<file path="src/rtl/hub75_fb_ctrl.sv">
// ---------------------------------------------------------------------------
// hub75_fb_ctrl
//
// Double-buffered frame-buffer controller that sits between a pixel writer
// and hub75_display. A two-bank simple-dual-port pixel RAM is split so that
// the display always scans the front bank and the writer always fills the
// back bank. Banks are swapped only at a display frame boundary, so the
// panel never shows a torn image. A swap can optionally zero-fill the new
// back bank before the writer is allowed back in.
//
// Ports
//   clk, rst_n        system clock, asynchronous active-low reset
//   i_disp_rd_addr    display read address (bank-local)
//   o_disp_rd_data    pixel {R,G,B} returned to the display
//   i_frame_done      1-cycle pulse: display finished the last read of a frame
//   i_wr_valid        writer pixel valid
//   o_wr_ready        controller accepts a pixel (only while idle)
//   i_wr_addr         bank-local pixel address from the writer
//   i_wr_data         pixel {R,G,B} from the writer
//   i_swap_req        1-cycle pulse: request a bank swap
//   i_swap_clear      sampled with i_swap_req: zero-fill the new back bank
//   o_swap_done       1-cycle pulse: swap (and optional clear) complete
//   o_busy            controller is not idle
//   o_front_bank      bank currently being displayed
//   o_ram_rd_addr     RAM read address {front_bank, i_disp_rd_addr}
//   i_ram_rd_data     RAM read data (1-cycle latency)
//   o_ram_wr_en       RAM write enable
//   o_ram_wr_addr     RAM write address {bank, addr}
//   o_ram_wr_data     RAM write data
// ---------------------------------------------------------------------------
module hub75_fb_ctrl #(
  parameter  int hpixel_p     = 64,
  parameter  int vpixel_p     = 64,
  parameter  int bpp_p        = 8,
  localparam int frame_size_p = hpixel_p * vpixel_p,
  localparam int addr_width_p = $clog2(frame_size_p)
) (
  input  logic                    clk,
  input  logic                    rst_n,
  input  logic [addr_width_p-1:0] i_disp_rd_addr,
  output logic [3*bpp_p-1:0]      o_disp_rd_data,
  input  logic                    i_frame_done,
  input  logic                    i_wr_valid,
  output logic                    o_wr_ready,
  input  logic [addr_width_p-1:0] i_wr_addr,
  input  logic [3*bpp_p-1:0]      i_wr_data,
  input  logic                    i_swap_req,
  input  logic                    i_swap_clear,
  output logic                    o_swap_done,
  output logic                    o_busy,
  output logic                    o_front_bank,
  output logic [addr_width_p:0]   o_ram_rd_addr,
  input  logic [3*bpp_p-1:0]      i_ram_rd_data,
  output logic                    o_ram_wr_en,
  output logic [addr_width_p:0]   o_ram_wr_addr,
  output logic [3*bpp_p-1:0]      o_ram_wr_data
);

  localparam int cnt_width_c = addr_width_p + 1;

  // The clear counter is one bit wider than a bank address so it can reach
  // frame_size_p itself, which marks "all addresses written".
  localparam logic [addr_width_p:0] frame_size_c = cnt_width_c'(frame_size_p);
  localparam logic [addr_width_p:0] cnt_one_c    = cnt_width_c'(1);

  typedef enum logic [1:0] {
    IDLE,
    SWAP_WAIT,
    CLEAR
  } state_t;

  state_t                state;
  logic                  clear_latched;
  logic [addr_width_p:0] clr_cnt;
  logic                  wr_accept;
  logic                  wr_in_range;

  // Read path is a straight pass-through so the display timing is unchanged.
  assign o_ram_rd_addr  = {o_front_bank, i_disp_rd_addr};
  assign o_disp_rd_data = i_ram_rd_data;

  assign o_wr_ready  = (state == IDLE);
  assign o_busy      = (state != IDLE);
  assign wr_accept   = i_wr_valid & o_wr_ready;
  // Non-power-of-two panels leave addresses past the frame unused; such
  // pixels are accepted to keep the writer moving, then silently dropped.
  assign wr_in_range = ({1'b0, i_wr_addr} < frame_size_c);

  // Controller FSM. All RAM-side outputs are registered here. A writer pixel
  // is captured with the back bank as it is at accept time, so a write
  // accepted together with a swap request still lands in the old back bank.
  // The front bank toggles only on i_frame_done while waiting, i.e. after
  // the display has issued its last read of the frame.
  always_ff @(posedge clk or negedge rst_n) begin
    if (!rst_n) begin
      state         <= IDLE;
      o_front_bank  <= 1'b0;
      clear_latched <= 1'b0;
      clr_cnt       <= '0;
      o_ram_wr_en   <= 1'b0;
      o_ram_wr_addr <= '0;
      o_ram_wr_data <= '0;
      o_swap_done   <= 1'b0;
    end else begin
      o_ram_wr_en <= 1'b0;
      o_swap_done <= 1'b0;
      case (state)
        IDLE: begin
          if (wr_accept && wr_in_range) begin
            o_ram_wr_en   <= 1'b1;
            o_ram_wr_addr <= {~o_front_bank, i_wr_addr};
            o_ram_wr_data <= i_wr_data;
          end
          if (i_swap_req) begin
            clear_latched <= i_swap_clear;
            state         <= SWAP_WAIT;
          end
        end

        SWAP_WAIT: begin
          if (i_frame_done) begin
            o_front_bank <= ~o_front_bank;
            if (clear_latched) begin
              clr_cnt <= '0;
              state   <= CLEAR;
            end else begin
              o_swap_done <= 1'b1;
              state       <= IDLE;
            end
          end
        end

        CLEAR: begin
          // front_bank already holds the new value, so ~front_bank is the
          // freshly retired bank that the writer will fill next.
          if (clr_cnt == frame_size_c) begin
            clr_cnt     <= '0;
            o_swap_done <= 1'b1;
            state       <= IDLE;
          end else begin
            o_ram_wr_en   <= 1'b1;
            o_ram_wr_addr <= {~o_front_bank, clr_cnt[addr_width_p-1:0]};
            o_ram_wr_data <= '0;
            clr_cnt       <= clr_cnt + cnt_one_c;
          end
        end

        default: state <= IDLE;
      endcase
    end
  end

endmodule

</file>
<file path="config.mk">
export PLATFORM = sky130hd
export DESIGN_NAME = hub75_fb_ctrl
export DESIGN_NICKNAME = d
export VERILOG_FILES = /design/src/rtl/hub75_fb_ctrl.sv
export SDC_FILE = /design/constraint.sdc
export NUM_CORES = 1
export LEC_CHECK = 0
export CAP_MARGIN = 20
export CORE_ASPECT_RATIO = 1.4
export CORE_UTILIZATION = 50
export DETAILED_ROUTE_END_ITERATION = 10
export DONT_BUFFER_PORTS = 1
export GPL_ROUTABILITY_DRIVEN = 0
export SETUP_SLACK_MARGIN = 0.3
export SYNTH_ARGS = -nofsm -noshare
export SYNTH_HDL_FRONTEND = slang
export SYNTH_SLANG_ARGS = --single-unit
</file>
<file path="constraint.sdc">
create_clock -name clk -period 2.9 [get_ports clk]
set_input_delay 0.87 -clock clk [delete_from_list [all_inputs] [get_ports clk]]
set_output_delay 0.87 -clock clk [all_outputs]
set_load 0.03 [all_outputs]
</file>
After elaboration in Yosys (flattened, before gate mapping)
Index checks and enable logic that the tools add are counted.
- bits of input ports: 78
- register bits: 56
- reduce and logical (&&, ||, !) cells: 9
- bitwise logic cells: 2
- multiplexer cells: 22
- equality and inequality tests: 9
- add/subtract/negate cells: 1
- operators with widths (cell ; number):
    two-way mux 13 bit ; 5
    case mux 13 bit (2 select lines) ; 2
    two-way mux 24 bit ; 2
    case mux 24 bit (2 select lines) ; 1
    adder 13 x 1 -> 13 bit, second input constant ; 1
    == test 13 bit, second input constant ; 1
    AND reduction 3 bit ; 3
    two-way mux 2 bit ; 4
    inequality test 2 bit, second input constant ; 4
    case mux 2 bit (3 select lines) ; 1
    nonzero test 2 bit ; 3
    two-way mux 1 bit ; 5
    inequality test 2 x 1 -> 1 bit, second input constant ; 2
    case mux 1 bit (2 select lines) ; 2
    AND reduction 2 bit ; 2
    == test 2 x 1 -> 1 bit, second input constant ; 1
    == test 2 bit, second input constant ; 1
    zero test 2 bit ; 1
    AND 1 bit ; 1
    inverter 1 bit ; 1

Longest topological paths before layout
- depth after elaboration: 4
- gate-level depth with buffers: 7

Least setup slack after synthesis
OpenSTA, ideal clock, no wires.
- kind: register to output
- start point: register state[0]
- end point: output o_busy
- cell stages (with the launch flop): 4
- path slack: 918 ps
- arrival time: 1112 ps
- path through: dfrtp_1 inv_1 ha_1 inv_1
- word-level cells in the longest chain between the ends: 1
- RTL lines (element ; line ; text):
    from (decl) ; 72 ; state_t state;
    from (signal assigned) ; 96 ; state <= IDLE;
    from (signal assigned) ; 116 ; state <= SWAP_WAIT;
    from (signal assigned) ; 125 ; state <= CLEAR;
    nonzero test 2 bit ; 83 ; assign o_busy = (state != IDLE);
    to (decl) ; 50 ; output logic o_busy,
Every way passes these cells.

Final worst setup path
- start point: register state[1]
- end point: output o_busy
The elaborated chain is that of the path after synthesis.

==> flow_summary.ini <==
[status]
outcome = complete, no violations

[routing]
drt_first_pass_iters = 5
ant_nets = 0
routedWlPerCell_um = 18.69
drt-initial-drc-count = 64
totalWireLength_mm = 5.364
drc = 0
viasPerCell = 6.038
vias = 1733

[clock_network]
cts_hold_buf = 0
ctsResizeCount = 0
cts_tree = yes
cts_buffers = 5
clkSinkCount = 56
clockBufferDepth = 2
clk_latency_ns = 0.31
clk_pin_slew_ns = 0.10
htree_num_levels = 2
post_cts_buffers = 0
clockRootBuffer = clkbuf_8

[floorplanning]
pin_count = 157
start_util_pct = 52.21
rows = 31
dieHeight_um = 89.49
coreArea_um2 = 5236
die_area_um2 = 5772
die-width_um = 64.50

[worst_setup_path]
crit_fanout = 5
timing.rr.end = clr_cnt[12]$_DFFE_PN0P_
regToRegSetupSlack_ns = 0.80
r2r_start = state[1]$_DFFE_PN0P_
critPathLaunchType = flop
worstRegToRegCells = 6
arrival_ns = 1.57
path_class = reg2out
cp.required_ns = 2.03
worstSetupEndpointType = output pin

[synth]
ys_seq_area_share_pct = 51.26
synth_top_cell_by_area = dfrtp_1
avgSynthCellArea_um2 = 10.68
ys_warn_count = 0
syn-num-nets = 339
yosysMostFrequentCell = dfrtp_1
yosysUniqueCellTypes = 34
synth-edff-count = 0
synth_area_leaders = dfrtp_1 (51%), buf_4 (10%), a22o_1 (7.7%)
synth-seq-cells = 56
async_flop_share_pct = 100.0
synth_ff_type = dfrtp_1
syn_area_um2 = 2734
synth_top_cell_area_share_pct = 51.26
syn-instance-count = 256
synthTopCellsByCount = dfrtp_1 (56), buf_4 (37), nand2_1 (28)

[power]
p_leak_nw = 1.156
p_sw_share_pct = 47.30
total_power_mw = 3.000
clkPwrFrac_pct = 14.9
power_density_nw_per_um2 = 1145
peakVddDrop_v = 0.0006524
seqPwrFrac_pct = 60.0
comb_power_share_pct = 25.1
intPower_mw = 1.581
p_switching_mw = 1.419

[sta]
fin_crit_ns = 2.443
finalSetupViolations = 0
max_freq_mhz = 409.3
tightest_slew_ns = 0.6239
worst_slack_ns = 0.4568
rsz0062_at_grt = no
drv_slew = 0
whs_ns = 0.2417
slew_headroom_pct = 58.41
skew_ns = 0.008177
timing.setup.tns_ns = 0
finalHoldViolCount = 0
min_period_over_period_pct = 84.25

[grt]
grt_use_met2_pct = 34.74
use_met3_pct = 8.163
grt_max_degree = 57
use_met1_pct = 19.31
antenna_found_initial = 0
grtUsageTotal_pct = 19.41
grt_pass1_vias = 1731
grt-ovfl-total = 0
grt_pass1_wl_mm = 8.362
grt.busiest_layer = met2

[flow_run]
max-cap-violations = 0

[finish]
synthToLayoutAreaGrowth_pct = -4.211
regArea_um2 = 1401
fin_nets = 303
stdcell_area_um2 = 2619
multi_input_area_um2 = 974.7
antenna_cells = 0
drive_gt1_share_pct = 7.240
nFillCells = 500
final_cells = 287
fin_util_pct = 50.01

[hold_path]
min_path_type = in2async

[place]
hpwl_mm = 3.898
dp_cells = 279
place_area_um2 = 2522
portBuffers = 0
preCtsSetupSlack_ns = 0.8131
## routing by layer
layer / share of wire (%) / vias to the layer above
met5: 0 / -
met4: 2.9 / 0
met3: 8.3 / 15
met2: 53 / 93
met1: 36 / 833
li1: - / 792
## power groups by stage
| stage | Sequential, mW | Clock (mW) | Combinational [mW] |
|---|---|---|---|
| 4_1_cts | 1.81 | 0.464 | 0.762 |
| 2_1_floorplan | 1.74 | 0 | 0.756 |
| 3_3_place_gp | 1.82 | 0 | 0.724 |
| 5_1_grt | 1.84 | 0.489 | 0.848 |
| 6_report | 1.80 | 0.446 | 0.752 |
| 3_5_place_dp | 1.81 | 0 | 0.768 |
## kinds of logic (layout without fill, tap and decap cells)
| logic type | after synthesis | after routing | share of synthesized area [%] |
|---|---|---|---|
| XOR/XNOR | 7 | 7 | 2.243 |
| adder cells (fa/ha/maj) | 5 | 5 | 2.288 |
| buffers and inverters | 56 | 21 | 13.09 |
| flip-flops | 56 | 56 | 51.26 |
| AND/OR/NAND/NOR | 54 | 54 | 9.382 |
| AO/OA/AOI/OAI | 62 | 62 | 15.84 |
| multiplexers | 16 | 16 | 5.904 |
## cell type report
class | count | area share (%)
Multi-Input combinational cell | 144 | 37.22
Clock inverter | 2 | 0.5256
Tap cell | 66 | 3.153
Timing Repair Buffer | 4 | 1.147
Clock buffer | 6 | 3.153
Inverter | 9 | 1.290
Sequential cell | 56 | 53.51
## worst max-delay path, stage by stage (launching register included)
cell and delay, ns:
dfrtp_1 0.41, inv_1 0.11, ha_1 0.45, inv_1 0.29
## cell usage in the layout (no fill, tap or decap)
cell type,netlist,routed
nor4b_1,2,2
and4_1,1,1
or3_1,3,3
clkbuf_8,0,6
a21boi_1,1,1
nand3_1,3,3
inv_6,0,1
o211ai_1,1,1
a22o_1,24,24
a21oi_2,1,1
xnor2_1,7,7
a211oi_1,1,1
o22ai_1,4,4
mux2i_1,15,15
inv_1,8,8
buf_4,37,4
nor4_1,1,1
nand3b_1,1,1
o21ai_1,16,16
dfrtp_1,56,56
a41o_1,1,1
and2_1,1,1
a2111oi_1,1,1
nand4_1,4,4
a21oi_1,8,8
a211o_1,1,1
ha_1,5,5
nor2_1,9,9
nand4_2,1,1
clkinv_2,0,1
inv_2,1,1
a21boi_0,1,1
nand2_1,28,28
o21ai_0,2,2
mux2_2,1,1
## flip-flops by register name (all words and copies together), names as in the netlist
signal,count
clr_cnt,13
o_swap_done,1
o_ram_wr_en,1
o_ram_wr_data,24
o_front_bank,1
o_ram_wr_addr,13
state,2
clear_latched,1
## worst max-delay path by stage
stage / from / to / slack, ns / depth (start not counted)
6_report: state[1]$_DFFE_PN0P_ / o_busy / 0.46 / 3
5_1_grt: state[0]$_DFFE_PN0P_ / o_busy / 0.40 / 3
4_1_cts: state[1]$_DFFE_PN0P_ / o_busy / 0.46 / 3
3_5_place_dp: state[1]$_DFFE_PN0P_ / o_busy / 0.81 / 3
3_3_place_gp: state[0]$_DFFE_PN0P_ / o_busy / 0.87 / 3
2_1_floorplan: state[0]$_DFFE_PN0P_ / o_busy / 0.92 / 3
(Power assumes the default switching activity.)
